<file path="src/rtl/key_debounce_multi_if.sv">
// key_debounce_multi_if
//   Bundles the key front-end signals between the board-side driver (master)
//   and the debouncer (slave).
//   key_in       raw button levels, one bit per channel
//   repeat_en    auto-repeat enable level
//   key_value    debounced pressed state per channel (1 = pressed)
//   key_flag     one-cycle press / auto-repeat pulse per channel
//   key_rel      one-cycle release pulse per channel
//   key_code     index of the lowest channel with key_flag set
//   key_code_vld OR of key_flag
interface key_debounce_multi_if #(
  parameter int CH = 4
) ();
  localparam int CODE_W = $clog2(CH);

  logic [CH-1:0]     key_in;
  logic              repeat_en;
  logic [CH-1:0]     key_value;
  logic [CH-1:0]     key_flag;
  logic [CH-1:0]     key_rel;
  logic [CODE_W-1:0] key_code;
  logic              key_code_vld;

  modport master (
    output key_in,
    output repeat_en,
    input  key_value,
    input  key_flag,
    input  key_rel,
    input  key_code,
    input  key_code_vld
  );

  modport slave (
    input  key_in,
    input  repeat_en,
    output key_value,
    output key_flag,
    output key_rel,
    output key_code,
    output key_code_vld
  );
endinterface

</file>
<file path="src/rtl/key_debounce_multi.sv">
// key_debounce_multi
//   Multi-channel button front end: 2-flop synchroniser, per-channel debounce
//   counter, press/release pulses, optional auto-repeat per channel and a
//   lowest-index winner code for the game logic.
//   sys_clk  single clock, rising edge
//   sys_rst  synchronous active-high reset
//   kif      slave side of key_debounce_multi_if (key_in, repeat_en in;
//            key_value, key_flag, key_rel, key_code, key_code_vld out)
module key_debounce_multi #(
  parameter int CH           = 4,
  parameter int ACTIVE_LOW   = 1,
  parameter int DEBOUNCE_CYC = 500000,
  parameter int REPEAT_DLY   = 12500000,
  parameter int REPEAT_PER   = 2500000,
  parameter int CNT_W        = 24
) (
  input logic                 sys_clk,
  input logic                 sys_rst,
  key_debounce_multi_if.slave kif
);

  localparam int CODE_W = $clog2(CH);
  localparam logic [CNT_W-1:0] DB_LAST = CNT_W'(DEBOUNCE_CYC - 1);
  localparam logic [CNT_W-1:0] RD_LAST = CNT_W'(REPEAT_DLY - 1);
  localparam logic [CNT_W-1:0] RP_LAST = CNT_W'(REPEAT_PER - 1);
  // Raw level of a key that is not pressed.
  localparam logic [CH-1:0] RELEASED = (ACTIVE_LOW != 0) ? {CH{1'b1}} : {CH{1'b0}};

  typedef enum logic [1:0] {
    ST_IDLE     = 2'd0,
    ST_HOLD_DLY = 2'd1,
    ST_HOLD_RPT = 2'd2
  } rpt_state_e;

  logic [CH-1:0]     sync1_q;
  logic [CH-1:0]     sync2_q;
  logic [CH-1:0]     pressed_s;
  logic [CH-1:0]     value_q;
  logic [CH-1:0]     value_d;
  logic [CH-1:0]     flag_q;
  logic [CH-1:0]     flag_d;
  logic [CH-1:0]     rel_q;
  logic [CH-1:0]     rel_d;
  logic [CH-1:0]     press_acc_s;
  logic [CNT_W-1:0]  db_cnt_q [CH];
  logic [CNT_W-1:0]  db_cnt_d [CH];
  logic [CNT_W-1:0]  rc_q     [CH];
  logic [CNT_W-1:0]  rc_d     [CH];
  rpt_state_e        state_q  [CH];
  rpt_state_e        state_d  [CH];
  logic [CODE_W-1:0] code_s;

  // Synchronised level with polarity normalised so that 1 means pressed.
  assign pressed_s = (ACTIVE_LOW != 0) ? ~sync2_q : sync2_q;

  // Debounce: count while the synchronised level disagrees with the stable
  // level; any agreement restarts the window from zero.
  always_comb begin
    value_d     = value_q;
    rel_d       = '0;
    press_acc_s = '0;
    db_cnt_d    = db_cnt_q;
    for (int i = 0; i < CH; i++) begin
      if (pressed_s[i] == value_q[i]) begin
        db_cnt_d[i] = '0;
      end else if (db_cnt_q[i] == DB_LAST) begin
        db_cnt_d[i]    = '0;
        value_d[i]     = pressed_s[i];
        press_acc_s[i] = pressed_s[i];
        rel_d[i]       = ~pressed_s[i];
      end else begin
        db_cnt_d[i] = db_cnt_q[i] + CNT_W'(1);
      end
    end
  end

  // Repeat FSM next state; an accepted release takes priority over a repeat
  // pulse due in the same cycle, so the two never coincide.
  always_comb begin
    state_d = state_q;
    rc_d    = rc_q;
    flag_d  = press_acc_s;
    for (int i = 0; i < CH; i++) begin
      case (state_q[i])
        ST_IDLE: begin
          rc_d[i] = '0;
          if (press_acc_s[i]) begin
            state_d[i] = ST_HOLD_DLY;
          end else begin
            state_d[i] = ST_IDLE;
          end
        end
        ST_HOLD_DLY, ST_HOLD_RPT: begin
          if (rel_d[i]) begin
            state_d[i] = ST_IDLE;
            rc_d[i]    = '0;
          end else if (!kif.repeat_en) begin
            // Disabled: hold at zero so re-enable restarts a full interval.
            rc_d[i] = '0;
          end else if (rc_q[i] == ((state_q[i] == ST_HOLD_DLY) ? RD_LAST : RP_LAST)) begin
            flag_d[i]  = 1'b1;
            rc_d[i]    = '0;
            state_d[i] = ST_HOLD_RPT;
          end else begin
            rc_d[i] = rc_q[i] + CNT_W'(1);
          end
        end
        default: begin
          state_d[i] = ST_IDLE;
          rc_d[i]    = '0;
        end
      endcase
    end
  end

  // Lowest set key_flag bit wins; scanning downward lets lower indices override.
  always_comb begin
    code_s = '0;
    for (int i = CH - 1; i >= 0; i--) begin
      code_s = flag_q[i] ? CODE_W'(i) : code_s;
    end
  end

  // State registers: synchroniser, stable values, pulses, counters, FSMs.
  always_ff @(posedge sys_clk) begin
    if (sys_rst) begin
      sync1_q <= RELEASED;
      sync2_q <= RELEASED;
      value_q <= '0;
      flag_q  <= '0;
      rel_q   <= '0;
      for (int i = 0; i < CH; i++) begin
        db_cnt_q[i] <= '0;
        rc_q[i]     <= '0;
        state_q[i]  <= ST_IDLE;
      end
    end else begin
      sync1_q <= kif.key_in;
      sync2_q <= sync1_q;
      value_q <= value_d;
      flag_q  <= flag_d;
      rel_q   <= rel_d;
      for (int i = 0; i < CH; i++) begin
        db_cnt_q[i] <= db_cnt_d[i];
        rc_q[i]     <= rc_d[i];
        state_q[i]  <= state_d[i];
      end
    end
  end

  assign kif.key_value    = value_q;
  assign kif.key_flag     = flag_q;
  assign kif.key_rel      = rel_q;
  assign kif.key_code     = code_s;
  assign kif.key_code_vld = |flag_q;

endmodule

</file>
<file path="src/flat_wrapper.sv">
// flat-port wrapper written by rule: the top's interface ports become plain ports
module key_debounce_multi_flat 
#(
  parameter int CH           = 4,
  parameter int ACTIVE_LOW   = 1,
  parameter int DEBOUNCE_CYC = 500000,
  parameter int REPEAT_DLY   = 12500000,
  parameter int REPEAT_PER   = 2500000,
  parameter int CNT_W        = 24
)
  (sys_clk, sys_rst, kif_key_in, kif_repeat_en, kif_key_value, kif_key_flag, kif_key_rel, kif_key_code, kif_key_code_vld);
  key_debounce_multi_if #(.CH(CH)) kif_i ();
  input logic sys_clk;
  input logic sys_rst;
  input wire logic [$bits(kif_i.key_in)-1:0] kif_key_in;
  input wire logic [$bits(kif_i.repeat_en)-1:0] kif_repeat_en;
  output wire logic [$bits(kif_i.key_value)-1:0] kif_key_value;
  output wire logic [$bits(kif_i.key_flag)-1:0] kif_key_flag;
  output wire logic [$bits(kif_i.key_rel)-1:0] kif_key_rel;
  output wire logic [$bits(kif_i.key_code)-1:0] kif_key_code;
  output wire logic [$bits(kif_i.key_code_vld)-1:0] kif_key_code_vld;
  assign kif_i.key_in = kif_key_in;
  assign kif_i.repeat_en = kif_repeat_en;
  assign kif_key_value = kif_i.key_value;
  assign kif_key_flag = kif_i.key_flag;
  assign kif_key_rel = kif_i.key_rel;
  assign kif_key_code = kif_i.key_code;
  assign kif_key_code_vld = kif_i.key_code_vld;
  key_debounce_multi #(.CH(CH), .ACTIVE_LOW(ACTIVE_LOW), .DEBOUNCE_CYC(DEBOUNCE_CYC), .REPEAT_DLY(REPEAT_DLY), .REPEAT_PER(REPEAT_PER), .CNT_W(CNT_W)) u_core (.sys_clk(sys_clk), .sys_rst(sys_rst), .kif(kif_i));
endmodule
</file>
<file path="config.mk">
export PLATFORM = sky130hd
export DESIGN_NAME = key_debounce_multi_flat
export DESIGN_NICKNAME = d
export VERILOG_FILES = /design/src/rtl/key_debounce_multi_if.sv /design/src/rtl/key_debounce_multi.sv /design/src/flat_wrapper.sv
export SDC_FILE = /design/constraint.sdc
export NUM_CORES = 1
export LEC_CHECK = 0
export ABC_AREA = 0
export BUFFER_PORTS_ARGS = -buffer_cell sky130_fd_sc_hd__buf_2
export CORE_MARGIN = 2
export CORE_UTILIZATION = 57
export CTS_CLUSTER_DIAMETER = 200
export DETAILED_ROUTE_END_ITERATION = 8
export PLACE_DENSITY = 0.78
export SYNTH_ARGS = -nofsm -noshare
export SYNTH_HDL_FRONTEND = slang
export SYNTH_SLANG_ARGS = --single-unit
</file>
<file path="constraint.sdc">
create_clock -name sys_clk -period 2.48 [get_ports sys_clk]
set_input_delay 0.496 -clock sys_clk [delete_from_list [all_inputs] [get_ports sys_clk]]
set_output_delay 0.496 -clock sys_clk [all_outputs]
set_load 0.005 [all_outputs]
</file>
# Yosys cells after proc, flatten, opt, wreduce, memory -nomap -nowiden
# Index checks and enable logic that the tools add are counted.
op_classes:
  n_addsub: 8
  n_mux: 60
  bitwise: 14
  reduce_logical: 25
  eq_ne: 28
op_table:
  columns: ["op", "n"]
  rows:
  - ["24-bit by 1-bit adder with 24-bit output (second input constant)", 8]
  - ["24-bit by 19-bit equality test with 1-bit output (second input constant)", 4]
  - ["24-bit equality test", 4]
  - ["24-bit 2-to-1 mux", 4]
  - ["1-bit 2-to-1 mux", 36]
  - ["2-bit 2-to-1 mux", 16]
  - ["5-bit OR reduction", 4]
  - ["2-bit one-hot mux with 2 select lines", 4]
  - ["2-bit AND reduction", 8]
  - ["1-bit NOT", 13]
  - ["3-bit by 1-bit inequality test with 1-bit output (second input constant)", 4]
  - ["3-bit by 2-bit inequality test with 1-bit output (second input constant)", 4]
  - ["3-bit OR reduction", 4]
  - ["2-bit by 1-bit equality test with 1-bit output (second input constant)", 4]
  - ["2-bit equality test (second input constant)", 4]
  - ["2-bit logical NOT", 4]
  - ["2-bit OR reduction", 4]
  - ["1-bit equality test", 4]
  - ["4-bit NOT", 1]
  - ["4-bit OR reduction", 1]
totals:
  elab_cells: 155
  register_bits: 220
  input_bits: 7

# Depth between registers and ports, before layout
logic_depth:
  word_depth: 7
  depth_mapped: 9

# Worst setup path after synthesis
# No wires, ideal clock.
synth_path:
  kind: "register -> register"
  startpoint: "register u_core.state_q[5] (netlist bit)"
  endpoint: "register u_core.rc_q[59] (netlist bit)"
  setup_time_ps: 63
  synth_period_minus_slack_ps: 1893
  path_slack_ps: 587
  n_path_buf: 2
  arrival_time_ps: 1830
  stages_incl_launch_ff: 10
  path_cell_list: "dfxtp_1 inv_1 ha_1 and4b_1 a32oi_1 nor4_2 or3b_1 buf_2 buf_6 nor2_2"
synth_via:
  elab_chain_cells: 4
  word_cells_on_any_way: 7
  classes_between: "eq/ne: 3; mux: 1; bitwise: 1; reduce/logical: 2"
synth_rtl:
  columns: ["element", "line_no", "rtl"]
  rows:
  - ["start: declaration", "key_debounce_multi.sv:49", "rpt_state_e state_q [CH];"]
  - ["start signal: indexed assignment", "key_debounce_multi.sv:146", "state_q[i] <= state_d[i];"]
  - ["2-bit by 1-bit equality test with 1-bit output or 2-bit equality test (tied branches)", "key_debounce_multi.sv:84, key_debounce_multi.sv:100", null]
  - ["24-bit 2-to-1 mux or 2-bit OR reduction (tied branches)", "key_debounce_multi.sv:100, key_debounce_multi.sv:84", null]
  - ["24-bit equality test or 1-bit NOT (tied branches)", null, null]
  - ["5-bit OR reduction (no source line) *", null, null]
  - ["end signal: indexed assignment", "key_debounce_multi.sv:145", "rc_q[i] <= rc_d[i];"]
  - ["end: declaration", "key_debounce_multi.sv:47", "logic [CNT_W-1:0] rc_q [CH];"]
# Mark *: on every way between the ends. The rest lies on a longest branch, timed or not.
# A chain may end at the register's enable or synchronous reset.

# Worst setup path in the final report
layout_path:
  startpoint: "register u_core.state_q[1] (netlist bit)"
  endpoint: "register u_core.state_q[1] (netlist bit)"
layout_via:
  elab_chain_cells: 5
  word_cells_on_any_way: 10
  classes_between: "eq/ne: 5; mux: 2; reduce/logical: 3"
layout_rtl:
  columns: ["element", "line_no", "rtl"]
  rows:
  - ["2-bit by 1-bit equality test with 1-bit output", "key_debounce_multi.sv:84, key_debounce_multi.sv:100", null]
  - ["24-bit 2-to-1 mux", "key_debounce_multi.sv:100", "end else if (rc_q[i] == ((state_q[i] == ST_HOLD_DLY) ? RD_LAST : RP_LAST)) begin"]
  - ["24-bit equality test", "key_debounce_multi.sv:100", null]
  - ["3-bit by 1-bit inequality test with 1-bit output (no source line)", null, null]
  - ["2-bit AND reduction (no source line)", null, null]
# Several ways; a longest one is shown, not always the timed one.

==> results by group <==
Run status
  • Status: complete, no violations

Clock tree
  • Root Buffer: clkbuf_16
  • TritonCTS clock tree: done
  • Setup Fix Bufs, Post-CTS: 0
  • CTS-repair resized insts: 0
  • CTS H-Tree Depth: 1
  • Worst skew pair latency: 0.51 ns
  • Hold buffers post-CTS: 0
  • TritonCTS buffer count: 24
  • Clock Sinks: 220
  • CTS max path bufs: 3
  • CTS clk-pin slew, worst paths: 0.06 ns

Final layout
  • P&R area growth vs syn: 12.2%
  • Final non-filler cell area: 11500 um^2
  • Share of layout cells above drive strength 1: 10.5%
  • Final net count: 1211
  • Ant. Diodes: 0
  • Fillers: 1408

Synth
  • Syn Area/Cell: 8.81 um^2
  • Synth cell types: 64
  • Post-synthesis instance area: 10200 um^2
  • YS warnings: 0
  • EDFF count, synth: 0
  • Post-Synth Simple-Gate Area: between 30 and 40%
  • Post-synth top area share: between 40% and 50%
  • Post-synth ARST share: 0%
  • Synth Area in Compound Gates: 2.45%
  • Largest cells by area after synthesis: dfxtp_1, xor2_1, nor2_1
  • Post-synthesis sequential area ratio: 43.1%
  • Largest area contributor in the netlist: dfxtp_1
  • Synth Area in Adders: 2.45%
  • Xor/xnor share of the synthesized area: 15.4%
  • Largest family of logic cells by synthesized area: simple AND/OR/NAND/NOR gates
  • Ys flop type: dfxtp_1
  • Multiplexer share of the synthesized area: 0.600%
  • Post-synthesis register bit count: 220
  • Cells after synthesis: 1159
  • Mapped Nets: 1186

Drt
  • Vias: 7864
  • Drt first pass iters: 4
  • Drt total wl: 19.4 mm
  • Drt wl/cell: 13.6 um
  • Routed vias/inst: 5.51
  • Post-DRT Antenna Nets: 0
  • Starting DRC count in detailed routing: ~330
  • # DRC: 0

Floorplanning
  • Starting density of the core: 58.6%
  • Die W: about 140 um
  • Ports: 22
  • Die H: 138 um
  • Placeable Area: 17400 um^2
  • Die ar.: 19000 um^2
  • Row count: between 40 and 50

GRT
  • Largest net degree at the start of global routing: 25
  • Initial antenna violation count: 0
  • Vias in the first global route: 7287
  • First-pass GRT wire length: 33.2 mm
  • All-layer global routing usage: 20.8%
  • Overflow after GRT: 0

Critical path
  • Max stage delay on crit path: 0.44 ns
  • CP max FO: 4
  • CP Data Arrival Time: 2.50 ns
  • Reg-to-Reg End: u_core.state_q[1]$_SDFFE_PP0P_
  • CP delay by family, top: compound AO/OA/AOI/OAI gates
  • Startpoint types: flip-flop
  • R2r setup slk: ~0.38 ns
  • CP Class: reg -> reg
  • Crit Reg-Reg Startpoint: u_core.state_q[1]$_SDFFE_PP0P_
  • R2R depth: 6
  • Critical-path cell list: inv_1 -> ha_1 -> or4_1 -> a21oi_1 -> nand4_1 -> a2111oi_1
  • Levels on crit path: 6
  • CP startpoint: u_core.state_q[1]$_SDFFE_PP0P_
  • Crit path capture: u_core.state_q[1]$_SDFFE_PP0P_
  • WP buf/inv: 1
  • CP Capture Type: flip-flop
  • CP Data Required Time: between 2 and 3 ns
  • Cell with the largest stage delay on the worst path: a2111oi_1

Timing
  • Skew final: approximately 0.0092 ns
  • Final count of pins violating max slew: 0
  • Setup_tns: 0 ns
  • # setup viols final: 0
  • Final Cycle Share: 84.8%
  • Min Hold Slack: approximately 0.17 ns
  • Slew margin rel.: 47.1%
  • Minimum clock period: between 2 and 2.5 ns
  • Slew @ Worst Pin: 0.793 ns
  • RSZ-0062 raised after global routing: no
  • Max Freq: approximately 480 MHz
  • Final hold violation count: 0

Power and ir drop
  • Tot Pwr: between 7 and 8 mW
  • PwrDens: 660 nW/um^2
  • Leak: 3.70 nW
  • Maximum vdd drop: 0.551 mV

Place
  • Detailed placement HPWL: 12.9 mm
  • Final GP Congestion: ~0.82
  • Dpl cell area: 10600 um^2
  • IO buf count: 21

Run
  • Max-cap violations: 0

Worst hold path
  • Hold Crit Class: in -> reg
==> worst register-to-register path, delay by kind of cell, from the launching register on <==
kind                       cells  cell delay (ns)
buffers and inverters          1             0.08
adders and majority gates      1             0.25
AOI/OAI and AO/OA              2             0.70
and+or+nand+nor                2             0.61
DFF                            1             0.34
==> flip-flops by register name, indices dropped and copies added (netlist names) <==
register and flops:
u_core.db_cnt_q 96, u_core.kif.key_flag 4, u_core.kif.key_rel 4, u_core.kif.key_value 4, u_core.rc_q 96, u_core.state_q 8
u_core.sync1_q 4, u_core.sync2_q 4
==> worst min-delay path by stage <==
| stage | endpoint | cells past startpoint | slack, ns | start |
|---|---|---|---|---|
| final | u_core.sync1_q[1]$_SDFF_PP1_ | 2 | 0.17 | kif_key_in[1] |
| after global routing | u_core.sync1_q[1]$_SDFF_PP1_ | 2 | 0.17 | kif_key_in[1] |
| after CTS | u_core.sync1_q[1]$_SDFF_PP1_ | 2 | 0.15 | kif_key_in[1] |
| after detailed placement | u_core.sync2_q[1]$_SDFF_PP1_ | 1 | 0.39 | u_core.sync1_q[1]$_SDFF_PP1_ |
| after global placement | u_core.sync2_q[0]$_SDFF_PP1_ | 1 | 0.39 | u_core.sync1_q[0]$_SDFF_PP1_ |
| after floorplan | u_core.sync2_q[0]$_SDFF_PP1_ | 1 | 0.39 | u_core.sync1_q[0]$_SDFF_PP1_ |
==> cells by family (layout without fill, tap and decap cells) <==
group	count (synthesis)	in the layout
buffers and inverters	67	110
multiplexers	6	6
XOR/XNOR	180	180
flip-flops	220	220
AO/OA/AOI/OAI	37	37
adder cells (fa/ha/maj)	20	20
AND/OR/NAND/NOR	629	629
==> final cells by class <==
type | count | area, um^2 | area share, %
clock inverters | 13 | 199 | 1.74
flip-flops and latches | 220 | 4400 | 38.4
multi-input cells | 872 | 5520 | 48.2
clock buffers | 31 | 708 | 6.18
well taps | 225 | 282 | 2.46
repair buffers | 36 | 230 | 2.01
inverters | 30 | 113 | 0.983
==> layer usage <==
metal | global-route usage (%) | up-vias | routed length (um)
li1 | - | 4050 | -
met5 | 0 | - | 0
met4 | 5.16 | 0 | 359
met2 | 35.2 | 104 | 9040
met3 | 4.24 | 31 | 818
met1 | 27.3 | 3679 | 9140
==> cells in the final DEF, fill, tap and decap left out, types with 3 or more instances in the layout <==
master	synthesis	layout
nand3b_1	3	3
xor2_1	93	93
and2_1	8	8
ha_1	20	20
and4_1	26	26
clkinv_2	0	5
nor2b_1	3	3
or2_2	9	9
bufinv_16	0	5
buf_4	0	14
nor4b_1	6	6
a21oi_1	14	14
and4b_1	6	6
or4b_1	4	4
nand2b_1	4	4
nand4_1	56	56
nand2_1	66	66
or4_1	4	4
nand4b_1	4	4
nand3_1	79	79
nor2_1	207	207
mux2i_1	5	5
nor4_2	3	3
clkbuf_8	0	6
o21ai_0	3	3
xnor2_1	87	87
or3_1	6	6
nor4_1	28	28
nor3_1	37	37
nor2_2	17	17
clkbuf_16	0	25
and3_1	29	29
dfxtp_1	220	220
inv_1	30	30
buf_2	16	21
==> through the flow <==
step,util [%],instances,setup WS [ns]
5_1_grt,65.8,1427,0.182
6_report,65.8,1427,0.378
3_3_place_gp,60.6,1383,0.493
3_5_place_dp,60.6,1383,0.400
2_1_floorplan,-,1159,0.587
4_1_cts,65.8,1427,0.365
==> power by group <==
group | total [mW] | switching (mW) | internal, mW
combinational | 0.0483 | 0.0311 | 0.0171
sequential | 3.55 | 0.00693 | 3.54
clock | 3.96 | 1.43 | 2.53
==> Yosys cell counts (20+ instances only) <==
| master | count |
|---|---|
| dfxtp_1 | 220 |
| nor2_1 | 207 |
| xor2_1 | 93 |
| xnor2_1 | 87 |
| nand3_1 | 79 |
| nand2_1 | 66 |
| nand4_1 | 56 |
| nor3_1 | 37 |
| inv_1 | 30 |
| and3_1 | 29 |
| nor4_1 | 28 |
| and4_1 | 26 |
| ha_1 | 20 |
(Power assumes the default switching activity.)
